[config.mk]
export PLATFORM = sky130hd
export DESIGN_NAME = keypad_scanner
export DESIGN_NICKNAME = d
export VERILOG_FILES = /design/src/rtl/keypad_scanner.sv
export SDC_FILE = /design/constraint.sdc
export NUM_CORES = 1
export LEC_CHECK = 0
export CORE_ASPECT_RATIO = 1.5
export CORE_UTILIZATION = 45
export DETAILED_ROUTE_END_ITERATION = 16
export GPL_TIMING_DRIVEN = 0
export PLACE_DENSITY = 0.7
export SYNTH_ARGS = -nofsm -noshare
export SYNTH_HDL_FRONTEND = slang
export SYNTH_SLANG_ARGS = --single-unit
export TNS_END_PERCENT = 10
[constraint.sdc]
create_clock -name clk -period 3.25 [get_ports clk]
set_clock_uncertainty 0.15 [all_clocks]
set_input_delay 0.8125 -clock clk [delete_from_list [all_inputs] [get_ports clk]]
set_output_delay 0.8125 -clock clk [all_outputs]
set_load 0.01 [all_outputs]
[src/rtl/keypad_scanner.sv]
// keypad_scanner: column-scanned ROWS x COLS active-low keypad with per-key debounce and event FIFO.
// Optional define KEYPAD_RELEASE_EVENT_EN also queues release events and drives key_released.
module keypad_scanner #(
  parameter int ROWS           = 4,
  parameter int COLS           = 3,
  parameter int SCAN_DIV       = 50000,
  parameter int DEBOUNCE_SCANS = 4,
  parameter int FIFO_DEPTH     = 4,
  parameter int KEY_W          = $clog2(ROWS*COLS)
) (
  input  logic             clk,
  input  logic             clear,
  input  logic [ROWS-1:0]  row,
  output logic [COLS-1:0]  column,
  output logic [KEY_W-1:0] key,
  output logic             valid_key,
  output logic             key_released,
  input  logic             key_ack,
  output logic             overflow
);
  localparam int NKEYS = ROWS * COLS;
  localparam int KI    = (NKEYS > 1) ? $clog2(NKEYS) : 1;
  localparam int CW    = (COLS > 1) ? $clog2(COLS) : 1;
  localparam int RW    = (ROWS > 1) ? $clog2(ROWS) : 1;
  localparam int DW    = $clog2(SCAN_DIV - 1);
  localparam int AW    = $clog2(FIFO_DEPTH);
  localparam int CNTW  = AW + 1;

  // state  | meaning
  // DRIVE  | column col_idx held low, dwell counting
  // SAMPLE | compare ~row against debounced state of col_idx
  // EMIT   | push pending events, lowest row first
  typedef enum logic [1:0] {S_DRIVE, S_SAMPLE, S_EMIT} state_t;

  state_t          state, state_nxt;
  logic [CW-1:0]   col_idx, col_nxt;
  logic [DW-1:0]   dwell, dwell_nxt;
  logic [ROWS-1:0] pending, pend_rest;
  logic [RW-1:0]   low_row;
  logic [KI-1:0]   col_base;
  logic [NKEYS-1:0] db;
  logic [3:0]      cnt [NKEYS];
  logic            push, push_ok, pop, empty, full;
  logic [KEY_W-1:0] push_code;
  logic [KEY_W-1:0] fifo_key [FIFO_DEPTH];
  logic [AW-1:0]   wr_ptr, rd_ptr;
  logic [CNTW-1:0] count;

  assign pend_rest = pending & (pending - ROWS'(1));
  assign col_base  = KI'(int'(col_idx) * ROWS);
  assign push_code = KEY_W'(int'(col_idx) * ROWS + int'(low_row));

  always_comb begin
    low_row = '0;
    for (int r = ROWS - 1; r >= 0; r--) begin
      if (pending[r]) low_row = RW'(r);
    end
  end

  always_comb begin
    state_nxt = state;
    col_nxt   = col_idx;
    dwell_nxt = dwell;
    push      = 1'b0;
    case (state)
      S_DRIVE: begin
        if (dwell == DW'(SCAN_DIV - 2)) begin
          state_nxt = S_SAMPLE;
          dwell_nxt = '0;
        end else begin
          dwell_nxt = dwell + DW'(1);
        end
      end
      S_SAMPLE: state_nxt = S_EMIT;
      S_EMIT: begin
        push = |pending;
        // leave in the same cycle as the last push so EMIT never exceeds ROWS cycles
        if (pend_rest == '0) begin
          state_nxt = S_DRIVE;
          col_nxt   = (col_idx == CW'(COLS - 1)) ? '0 : col_idx + CW'(1);
        end
      end
      default: state_nxt = S_DRIVE;
    endcase
  end

  always_ff @(posedge clk) begin
    if (!clear) begin
      state   <= S_DRIVE;
      col_idx <= '0;
      dwell   <= '0;
      column  <= '1;
    end else begin
      state   <= state_nxt;
      col_idx <= col_nxt;
      dwell   <= dwell_nxt;
      column  <= ~(COLS'(1) << col_nxt);
    end
  end

`ifdef KEYPAD_RELEASE_EVENT_EN
  logic [ROWS-1:0] pend_rel;
  logic            fifo_rel [FIFO_DEPTH];
  logic            push_rel;
  assign push_rel = pend_rel[low_row];
`endif

  always_ff @(posedge clk) begin
    if (!clear) begin
      db      <= '0;
      pending <= '0;
      for (int i = 0; i < NKEYS; i++) cnt[i] <= '0;
`ifdef KEYPAD_RELEASE_EVENT_EN
      pend_rel <= '0;
`endif
    end else if (state == S_SAMPLE) begin
      for (int r = 0; r < ROWS; r++) begin
        if (~row[r] == db[col_base + KI'(r)]) begin
          cnt[col_base + KI'(r)] <= '0;
        end else if (cnt[col_base + KI'(r)] == 4'(DEBOUNCE_SCANS - 1)) begin
          db[col_base + KI'(r)]  <= ~row[r];
          cnt[col_base + KI'(r)] <= '0;
`ifdef KEYPAD_RELEASE_EVENT_EN
          pending[r]  <= 1'b1;
          pend_rel[r] <= row[r];
`else
          if (!row[r]) pending[r] <= 1'b1;
`endif
        end else begin
          cnt[col_base + KI'(r)] <= cnt[col_base + KI'(r)] + 4'd1;
        end
      end
    end else if (state == S_EMIT) begin
      pending <= pend_rest;
    end
  end

  assign empty   = (count == '0);
  assign full    = (count == CNTW'(FIFO_DEPTH));
  assign pop     = key_ack & ~empty;
  assign push_ok = push & (~full | pop);

  always_ff @(posedge clk) begin
    if (clear && push_ok) begin
      fifo_key[wr_ptr] <= push_code;
`ifdef KEYPAD_RELEASE_EVENT_EN
      fifo_rel[wr_ptr] <= push_rel;
`endif
    end
  end

  // head outputs are registered, so they trail the FIFO pointers by one cycle
  always_ff @(posedge clk) begin
    if (!clear) begin
      wr_ptr    <= '0;
      rd_ptr    <= '0;
      count     <= '0;
      overflow  <= 1'b0;
      key       <= '0;
      valid_key <= 1'b0;
`ifdef KEYPAD_RELEASE_EVENT_EN
      key_released <= 1'b0;
`endif
    end else begin
      if (push_ok) wr_ptr <= wr_ptr + AW'(1);
      if (pop) rd_ptr <= rd_ptr + AW'(1);
      if (push_ok && !pop) count <= count + CNTW'(1);
      else if (pop && !push_ok) count <= count - CNTW'(1);
      if (push && !push_ok) overflow <= 1'b1;
      valid_key <= ~empty;
      if (!empty) begin
        key <= fifo_key[rd_ptr];
`ifdef KEYPAD_RELEASE_EVENT_EN
        key_released <= fifo_rel[rd_ptr];
`endif
      end
    end
  end

`ifndef KEYPAD_RELEASE_EVENT_EN
  assign key_released = 1'b0;
`endif

endmodule

==> reports/results.md, run 1 <==
## Status
• outcome: complete, but fails checks
• violated checks: design-rule violations

## CTS
• CTS tree: yes
• clock-pin slew on the worst setup and hold paths: 0.06 ns
• CTS HTree Levels: 4
• CTS Sinks: 132
• clk_lat worst skew: 0.43 ns
• Post-CTS Setup Bufs: 0
• number of buffers inserted during clock tree synthesis: 17
• clock tree root driver cell: clkbuf_16
• count of cells resized by post-cts repair: 0
• quantity of hold-fixing buffers added after cts: 0
• buffer levels on the longest clock path: 2

## Power
• peak supply drop: 0.000309 V
• leakage power of the design: 0.00255 uW
• areal power density over the cells: 534 mW/mm^2
• sum of internal, switching and leakage power: 3790 uW

## STA
• count of final max-slew check failures: 0
• share of the cycle needed by the critical path after routing: 0.948
• max-slew headroom at the worst pin: 0.472
• RSZ-0062 raised after global routing: false
• Hold Vio Cnt, Final: 0
• final critical-path setup slack: 0.169 ns
• transition time at the pin with the least slew margin: 0.785 ns
• final setup violation count: 0
• post-route minimum period: 3.08 ns
• worst hold-check slack: 0.344 ns
• Peak Freq: 325 MHz

## Routing
• ANT nets after route: 0
• drt drc: 6
• total wirelength of the detailed-routed design: 13600 um
• First DRT Iteration DRCs: 347
• via count: 4250
• number of search-and-repair iterations in the first detailed-routing pass: 11
• routed len/inst: 18.5 um
• Via-to-Cell Ratio: 5.81

## Final layout
• final layout net count: 575
• number of filler instances in the final layout: 1154
• final cell count without fillers: 731
• n_diodes: 0
• share of final-layout standard cells stronger than drive strength 1: 0.134
• P&R area growth vs syn: 14.9%
• area taken by multi-input logic gates: 0.00252 sq mm
• flip-flop and latch area: 0.00344 sq mm
• final non-filler cell area: 0.00711 sq mm

## Die
• Core ar.: 0.0135 sq mm
• Die X-Extent: 97.7 um
• vertical die dimension: 146 um
• initial core utilization: 0.459
• std cell rows: 52
• DIE AREA: 0.0142 sq mm
• number of placed I/O pins: 17

## Worst setup path
• data arrival time of the critical path: 3.28 ns
• largest driver fanout on the critical path: 7
• Crit Path Category: primary input to flip-flop
• element type at the critical path start: primary input
• Required @ worst endpoint: 3.45 ns
• endpoint type of the worst setup path: flip-flop

## Yosys
• largest area contributor in the synthesized netlist: edfxtp_1
• Area contributors post-synth: edfxtp_1 (39%), dfxtp_1 (17%), mux4_2 (7.3%)
• FFs w/ async S/R, synth: 0
• cells after synthesis: 523
• sequential cell area fraction in the yosys report: 0.557
• Synth Net Count: 542
• Synth Register Bits: 132
• dominant register cell in the synthesized netlist: edfxtp_1
• EDFF count, synth: 80
• post-synthesis average cell area: 11.8 sq um
• count of synthesis-stage warnings from yosys: 0
• area share of the leading cell type in the synthesized netlist: 0.388
• mapped cell area: 0.00619 sq mm
• Yosys cell types: 54

## Run
• number of maximum-capacitance violations: 0

## Placement
• placed instance area: 0.00653 sq mm
• final HPWL from detailed placement: 9330 um
• pre-CTS worst setup slack: -0.254 ns
• number of cells in the design after placement: 699
• count of input and output buffers: 13
• routability-driven placement congestion ratio: 0.840

## Min path
• class of the tightest hold or removal check: flip-flop to flip-flop

## GRT
• total grt overflow: 0
• pin count of the biggest net entering global routing: 17
• number of antenna violations at the first check in global routing: 0
• via count of the first global-routing pass: 4429
• GRT Total Usage: 0.201
• M3 GR Usage: 0.0471
• global-route layer with the greatest usage: met2
• wire length of the first global-routing pass: 21600 um
• met1 track utilization from global routing: 0.200
• met2 routing resource usage after global routing: 0.364

==> registers in the layout, indices dropped and copies added, names as in the netlist <==
signal	flops
cnt	64
col_idx	2
column	3
count	3
db	12
dwell	16
fifo_key	16
key	4
overflow	1
pending	4
rd_ptr	2
state	2
valid_key	1
wr_ptr	2
==> worst max-delay path: stages <==
cell	delay, ns
clkdlybuf4s50_1	0.52
nor4b_1	0.09
nor3b_2	0.48
ha_1	0.29
inv_1	0.06
fa_1	0.37
xor2_1	0.18
or3_1	0.31
a21boi_0	0.16
==> worst paths after layout <==
check | from | endpoint | slack [ns] | depth (start not counted)
worst max-delay path | key_ack | count[2] | 0.17 | 9
worst min-delay path | db[7] | db[7] | 0.34 | 2
worst max register to register | col_idx[1] | cnt[5][0] | 0.28 | 7
worst min register to register | db[7] | db[7] | 0.34 | 2
==> cell families after synthesis <==
| group | share of synthesized area |
|---|---|
| AOI/OAI and AO/OA | 0.0583 |
| other | 0.000606 |
| DFF | 0.557 |
| xor gates and xnor gates | 0.0382 |
| adders and majority gates | 0.0271 |
| buffers and inverters | 0.0356 |
| muxes | 0.0983 |
| and+or+nand+nor | 0.185 |
==> per-layer routing <==
metal | wire length [um] | vias to the layer above
li1 | - | 1969
met4 | 697 | 0
met5 | 0 | -
met1 | 4940 | 2087
met2 | 7310 | 147
met3 | 602 | 47
==> cell type report <==
class | instances | share of cell area
plain buffers | 26 | 0.0178
clock buffers | 17 | 0.0599
clock inverters | 15 | 0.0217
inverters | 25 | 0.0132
multi-input cells | 340 | 0.355
flip-flops and latches | 132 | 0.485
well taps | 162 | 0.0285
repair buffers | 14 | 0.0194
==> synthesized netlist by cell type, types with 3 or more instances <==
cell and number:
nor2_1 81, edfxtp_1 80, dfxtp_1 52, nand3_1 26, inv_1 25, nand2_1 21
mux4_2 20, clkbuf_1 17, and2_1 16, xnor2_1 16, o21ai_0 15, mux2i_1 12
ha_1 11, nor2b_1 11, xor2_1 11, and3_1 10, a32o_1 9, nand4_1 8
nor3_1 8, nand2b_1 6, a31oi_1 5, buf_2 5, nand3b_1 5, a21boi_0 4
nand4b_1 4, and4_1 3, nor3b_4 3, o31ai_1 3, or2_2 3, or3_1 3
==> report_power, final <==
group	internal (uW)	switching, uW	total, uW
logic	48.1	67.2	115
registers	1800	13.0	1810
clock network	1030	838	1870
==> placed cells by master, fill, tap and decap left out, drive strengths merged, types with 2 or more instances in the layout <==
master,n
a21boi,4
a21oi,2
a311oi,2
a31oi,5
a32o,9
and2,16
and3,10
and4,3
buf,10
clkbuf,34
clkdlybuf4s50,13
clkinv,3
dfxtp,52
edfxtp,80
ha,11
inv,37
mux2i,12
mux4,21
nand2,21
nand2b,6
nand3,26
nand3b,5
nand4,8
nand4b,4
nor2,82
nor2b,11
nor3,8
nor3b,4
o21ai,15
o2bb2ai,3
o31ai,3
or2,3
or3,3
or4b,2
xnor2,16
xor2,11
==> through the flow <==
| step | TNS (ns) | util |
|---|---|---|
| floorplan | 0 | - |
| global placement | -6.36 | 0.484 |
| detailed placement | -2.14 | 0.485 |
| CTS | 0 | 0.528 |
| global route | 0 | 0.528 |
| finish | 0 | 0.528 |
Power figures use the tool's default switching activity.
==> run 2: changes to the inputs <==
--- a/config.mk
+++ b/config.mk
@@ -6,10 +6,10 @@
 export NUM_CORES = 1
 export LEC_CHECK = 0
 export CORE_ASPECT_RATIO = 1.5
-export CORE_UTILIZATION = 45
+export CORE_UTILIZATION = 35
 export DETAILED_ROUTE_END_ITERATION = 16
 export GPL_TIMING_DRIVEN = 0
-export PLACE_DENSITY = 0.7
+export PLACE_DENSITY = 0.59
 export SYNTH_ARGS = -nofsm -noshare
 export SYNTH_HDL_FRONTEND = slang
 export SYNTH_SLANG_ARGS = --single-unit
==> run 2 against run 1 <==
Critical path depth unchanged. The run now ends clean. Core utilization is 11 points lower. Via count down 2.0%.
==> reports/results.md, run 2 (same netlist as run 1, synthesis figures left out) <==
## Final layout
• share of final-layout standard cells stronger than drive strength 1: 0.132
• P&R area growth vs syn: 16.0%
• most used cells in the layout excluding fill and tap cells: nor2_1 (81), edfxtp_1 (80), dfxtp_1 (52)
• n_diodes: 0
• number of flip-flops under the largest register name: 64
• most frequent standard cell in the layout excluding fill and tap cells: nor2_1
• final non-filler cell area: 0.00717 sq mm
• top flop regs: cnt x64, dwell x16, fifo_key x16
• final cell count without fillers: 782
• final layout net count: 575
• register name with the most flops: cnt

## Min path
• class of the tightest hold or removal check: flip-flop to flip-flop

## GRT
• number of antenna violations at the first check in global routing: 0
• total grt overflow: 0
• GRT Total Usage: 0.157
• pin count of the biggest net entering global routing: 17
• wire length of the first global-routing pass: 21900 um
• via count of the first global-routing pass: 4195

## Routing
• top routing layer used: met4
• Detail Route met2 WL: 7300 um
• metal3 WL: 497 um
• met1 layer wirelength in the final routing: 5320 um
• First DRT Iteration DRCs: 349
• total wirelength of the detailed-routed design: 13600 um
• routed len/inst: 17.4 um
• via count: 4163
• Via-to-Cell Ratio: 5.32
• drt drc: 0
• ANT nets after route: 0
• number of search-and-repair iterations in the first detailed-routing pass: 5

## STA
• post-route minimum period: 3.07 ns
• max-slew headroom at the worst pin: 0.295
• final setup violation count: 0
• Peak Freq: 325 MHz
• sum of negative setup slack: 0 ns
• count of final max-slew check failures: 0
• transition time at the pin with the least slew margin: 1.05 ns
• RSZ-0062 raised after global routing: false
• Hold Vio Cnt, Final: 0
• share of the cycle needed by the critical path after routing: 0.946

## Worst setup path
• Crit Path Category: primary input to flip-flop
• buffer and inverter count on the worst path: 2
• element type at the critical path start: primary input
• data arrival time of the critical path: 3.26 ns
• Crit path max-delay family: simple AND/OR/NAND/NOR gates
• Required @ worst endpoint: 3.43 ns
• CP Cell Sequence: clkdlybuf4s50_1 -> nor4b_1 -> nor3b_2 -> ha_1 -> inv_1 -> fa_1 -> xor2_1 -> or3_1 -> a21boi_0
• library cell contributing the largest single delay on the critical path: clkdlybuf4s50_1
• largest stage delay on the critical path: 0.50 ns
• endpoint type of the worst setup path: flip-flop
• largest driver fanout on the critical path: 7

## CTS
• CTS HTree Levels: 4
• clock-pin slew on the worst setup and hold paths: 0.06 ns
• CTS tree: yes
• quantity of hold-fixing buffers added after cts: 0
• buffer levels on the longest clock path: 2
• clock tree root driver cell: clkbuf_16
• CTS Sinks: 132
• number of buffers inserted during clock tree synthesis: 17
• Post-CTS Setup Bufs: 0
• count of cells resized by post-cts repair: 0
• clk_lat worst skew: 0.42 ns

## Die
• vertical die dimension: 165 um
• Core ar.: 0.0173 sq mm
• Die X-Extent: 111 um
• initial core utilization: 0.357
• number of placed I/O pins: 17
• std cell rows: 59
• DIE AREA: 0.0182 sq mm

## Placement
• placed instance area: 0.00659 sq mm
• final HPWL from detailed placement: 9540 um
• routability-driven placement congestion ratio: 0.789
• count of input and output buffers: 13
• number of cells in the design after placement: 750

## Power
• sum of internal, switching and leakage power: 3800 uW
• portion of total power attributed to the clock network: 0.493
• total internal power: 2980 uW
• switching part of the total: 0.216
• switching component of the power: 822 uW
• Gate power share: 0.030
• leakage power of the design: 0.00254 uW
• peak supply drop: 0.000394 V
• sequential power share: 0.476
• areal power density over the cells: 530 mW/mm^2

## Run
• number of maximum-capacitance violations: 0

## Status
• outcome: finished clean

## run 2: cell type report
class,instances,area [sq um]
Sequential cell,132,3440
Tap cell,213,267
Fill cell,1608,10200
Inverter,25,93.8
Buffer,26,126
Multi-Input combinational cell,340,2520
Clock buffer,17,425
Clock inverter,15,158
Timing Repair Buffer,14,138
## run 2: layer usage
layer  vias to the layer above  global-route usage
li1                       1965                   -
met1                      2044               0.165
met2                       118               0.296
met3                        36              0.0286
met4                         0              0.0830
met5                         -                   0
## run 2: power groups by stage
stage	Clock [uW]	Combinational (uW)	Sequential, uW
after global placement	0	112	1840
after global routing	1980	127	1810
final	1880	116	1810
after detailed placement	0	116	1850
after CTS	1910	117	1810
after floorplan	0	80.0	1840
## run 2: worst paths after layout
check                                 from        end  slack, ns  depth (start not counted)
worst max-delay path               key_ack   count[2]       0.18                          9
worst min-delay path                 db[7]      db[7]       0.33                          2
worst max register to register  col_idx[1]  cnt[1][0]       0.29                          7
worst min register to register       db[7]      db[7]       0.33                          2
## run 2: per-stage QoR
| step | hold slack (ns) | util | setup WS [ns] |
|---|---|---|---|
| 2_1_floorplan | 0.288 | - | 0.561 |
| 3_3_place_gp | 0.299 | 0.379 | -0.366 |
| 3_5_place_dp | 0.316 | 0.380 | -0.234 |
| 4_1_cts | 0.327 | 0.413 | 0.172 |
| 5_1_grt | 0.362 | 0.413 | 0.0459 |
| 6_report | 0.330 | 0.413 | 0.176 |
## run 2: worst min-delay path, stage by stage, from the launching register on
cell	delay, ns
dfxtp_1	0.33
a31oi_1	0.04
nor2_1	0.07
==> run 3: changes to the inputs <==
--- a/config.mk
+++ b/config.mk
@@ -6,10 +6,10 @@
 export NUM_CORES = 1
 export LEC_CHECK = 0
 export CORE_ASPECT_RATIO = 1.5
-export CORE_UTILIZATION = 35
+export CORE_UTILIZATION = 60
 export DETAILED_ROUTE_END_ITERATION = 16
 export GPL_TIMING_DRIVEN = 0
-export PLACE_DENSITY = 0.59
+export PLACE_DENSITY = 0.76
 export SYNTH_ARGS = -nofsm -noshare
 export SYNTH_HDL_FRONTEND = slang
 export SYNTH_SLANG_ARGS = --single-unit
==> run 3 against run 2 <==
The run now ends with design-rule violations left. Hold slack gained 0.0077 ns. Critical path type is now flip-flop to flip-flop. Via count is essentially flat. Flip-flop and latch count unchanged. Worst setup slack better by 0.083 ns. Register-to-register slack got worse by 0.03 ns. Combinational power is essentially flat. Maximum frequency rose by 2.8%. Final cell count is 12% lower.
==> reports/results.md, run 3 (same netlist as run 1, synthesis figures left out) <==
## STA
• share of the cycle needed by the critical path after routing: 0.921
• sum of negative setup slack: 0 ns
• transition time at the pin with the least slew margin: 0.796 ns
• final setup violation count: 0
• Hold Vio Cnt, Final: 0
• Peak Freq: 334 MHz
• max-slew headroom at the worst pin: 0.465
• count of final max-slew check failures: 0
• worst hold-check slack: 0.337 ns
• post-route minimum period: 2.99 ns
• RSZ-0062 raised after global routing: false

## CTS
• clock tree root driver cell: clkbuf_16
• CTS tree: yes
• CTS HTree Levels: 4
• number of buffers inserted during clock tree synthesis: 17
• clock-pin slew on the worst setup and hold paths: 0.06 ns
• clk_lat worst skew: 0.42 ns
• CTS Sinks: 132
• buffer levels on the longest clock path: 2
• quantity of hold-fixing buffers added after cts: 0

## Status
• violated checks: design-rule violations
• outcome: complete, but fails checks

## Final layout
• final layout net count: 576
• most frequent standard cell in the layout excluding fill and tap cells: nor2_1
• share of final-layout standard cells stronger than drive strength 1: 0.130
• register name with the most flops: cnt
• most used cells in the layout excluding fill and tap cells: nor2_1 (81), edfxtp_1 (80), dfxtp_1 (52)
• P&R area growth vs syn: 15.1%
• n_diodes: 0
• final non-filler cell area: 0.00712 sq mm
• number of flip-flops under the largest register name: 64
• final core occ: 0.707
• top flop regs: cnt x64, dwell x16, fifo_key x16

## Die
• number of placed I/O pins: 17
• vertical die dimension: 126 um
• Die X-Extent: 84.9 um
• Core ar.: 0.0101 sq mm
• std cell rows: 45
• DIE AREA: 0.0107 sq mm
• initial core utilization: 0.614

## Worst setup path
• slack of the worst reg-to-reg path: 0.26 ns
• data arrival time of the critical path: 3.10 ns
• Worst R2R End: cnt[1][0]
• depth of the worst register-to-register path: 7
• Crit Path Category: flip-flop to flip-flop
• Required @ worst endpoint: 3.36 ns
• element type at the critical path start: flip-flop
• endpoint type of the worst setup path: flip-flop
• largest driver fanout on the critical path: 10
• Worst R2R Start: col_idx[1]

## GRT
• total grt overflow: 0
• pin count of the biggest net entering global routing: 17
• number of antenna violations at the first check in global routing: 0
• wire length of the first global-routing pass: 21300 um
• GRT Total Usage: 0.267
• via count of the first global-routing pass: 4318

## Power
• sum of internal, switching and leakage power: 3980 uW
• total internal power: 3200 uW
• switching part of the total: 0.195
• leakage power of the design: 0.00258 uW
• portion of total power attributed to the clock network: 0.516
• peak supply drop: 0.000406 V
• switching component of the power: 777 uW
• Gate power share: 0.029
• areal power density over the cells: 559 mW/mm^2
• sequential power share: 0.455

## Min path
• class of the tightest hold or removal check: flip-flop to flip-flop
• Hold Path Stages: 2
• hold path start: db[7]
• Min-Delay Endpoint: db[7]

## Routing
• ANT nets after route: 0
• total wirelength of the detailed-routed design: 13100 um
• routed len/inst: 19.1 um
• via count: 4164
• First DRT Iteration DRCs: 220
• drt drc: 2
• number of search-and-repair iterations in the first detailed-routing pass: 10
• Via-to-Cell Ratio: 6.06

## Placement
• placed instance area: 0.00647 sq mm
• count of input and output buffers: 13
• final HPWL from detailed placement: 8840 um
• routability-driven placement congestion ratio: 0.864

## Run
• number of maximum-capacitance violations: 0

[run 3: per-stage QoR]
step | cells | setup slack, ns
after floorplan | 523 | 0.561
after global placement | 653 | -0.339
after detailed placement | 654 | -0.290
after CTS | 686 | 0.133
after global routing | 687 | 0.162
final | 687 | 0.258
[run 3: cell type report]
cell class	count	area [sq um]
clock inverters	14	210
fillers	723	2960
flip-flops and latches	132	3440
inverters	25	93.8
clock buffers	18	429
multi-input cells	340	2520
well taps	117	146
plain buffers	26	126
repair buffers	15	149
[run 3: worst max-delay path by stage]
stage	start	to	slack, ns	depth (start not counted)
detailed placement	key_ack	count[2]	-0.29	9
global placement	col_idx[1]	cnt[8][2]	-0.34	4
global route	col_idx[1]	cnt[5][0]	0.16	7
finish	col_idx[1]	cnt[1][0]	0.26	7
CTS	key_ack	count[2]	0.13	9
floorplan	key_ack	count[2]	0.56	8
[run 3: timing repair]
item,in CTS,in global routing
gates resized for setup,0,0
endpoints found under the setup margin,0,1
setup buffers,0,1
[run 3: routing by layer]
metal | wire (um) | share of wire | vias to the layer above | GRT usage
li1 | - | - | 1962 | -
met1 | 5110 | 0.39 | 2036 | 0.299
met2 | 6910 | 0.53 | 129 | 0.471
met3 | 664 | 0.051 | 37 | 0.0560
met4 | 455 | 0.035 | 0 | 0.149
met5 | 0 | 0 | - | 0
[run 3: worst max-delay path, cell delays in order, from the launching register on]
cell and delay, ns:
dfxtp_1 0.52, buf_4 0.30, buf_2 0.32, mux4_2 0.39, ha_1 0.27, nor3b_4 0.20, or4b_4 0.55, nor2_1 0.13
[run 3: power groups by stage]
stage | clock, uW | combinational [uW] | sequential (uW)
2_1_floorplan | 0 | 80.0 | 1840
3_3_place_gp | 0 | 109 | 1840
3_5_place_dp | 0 | 115 | 1850
4_1_cts | 2070 | 116 | 1810
5_1_grt | 2140 | 127 | 1810
6_report | 2050 | 116 | 1810
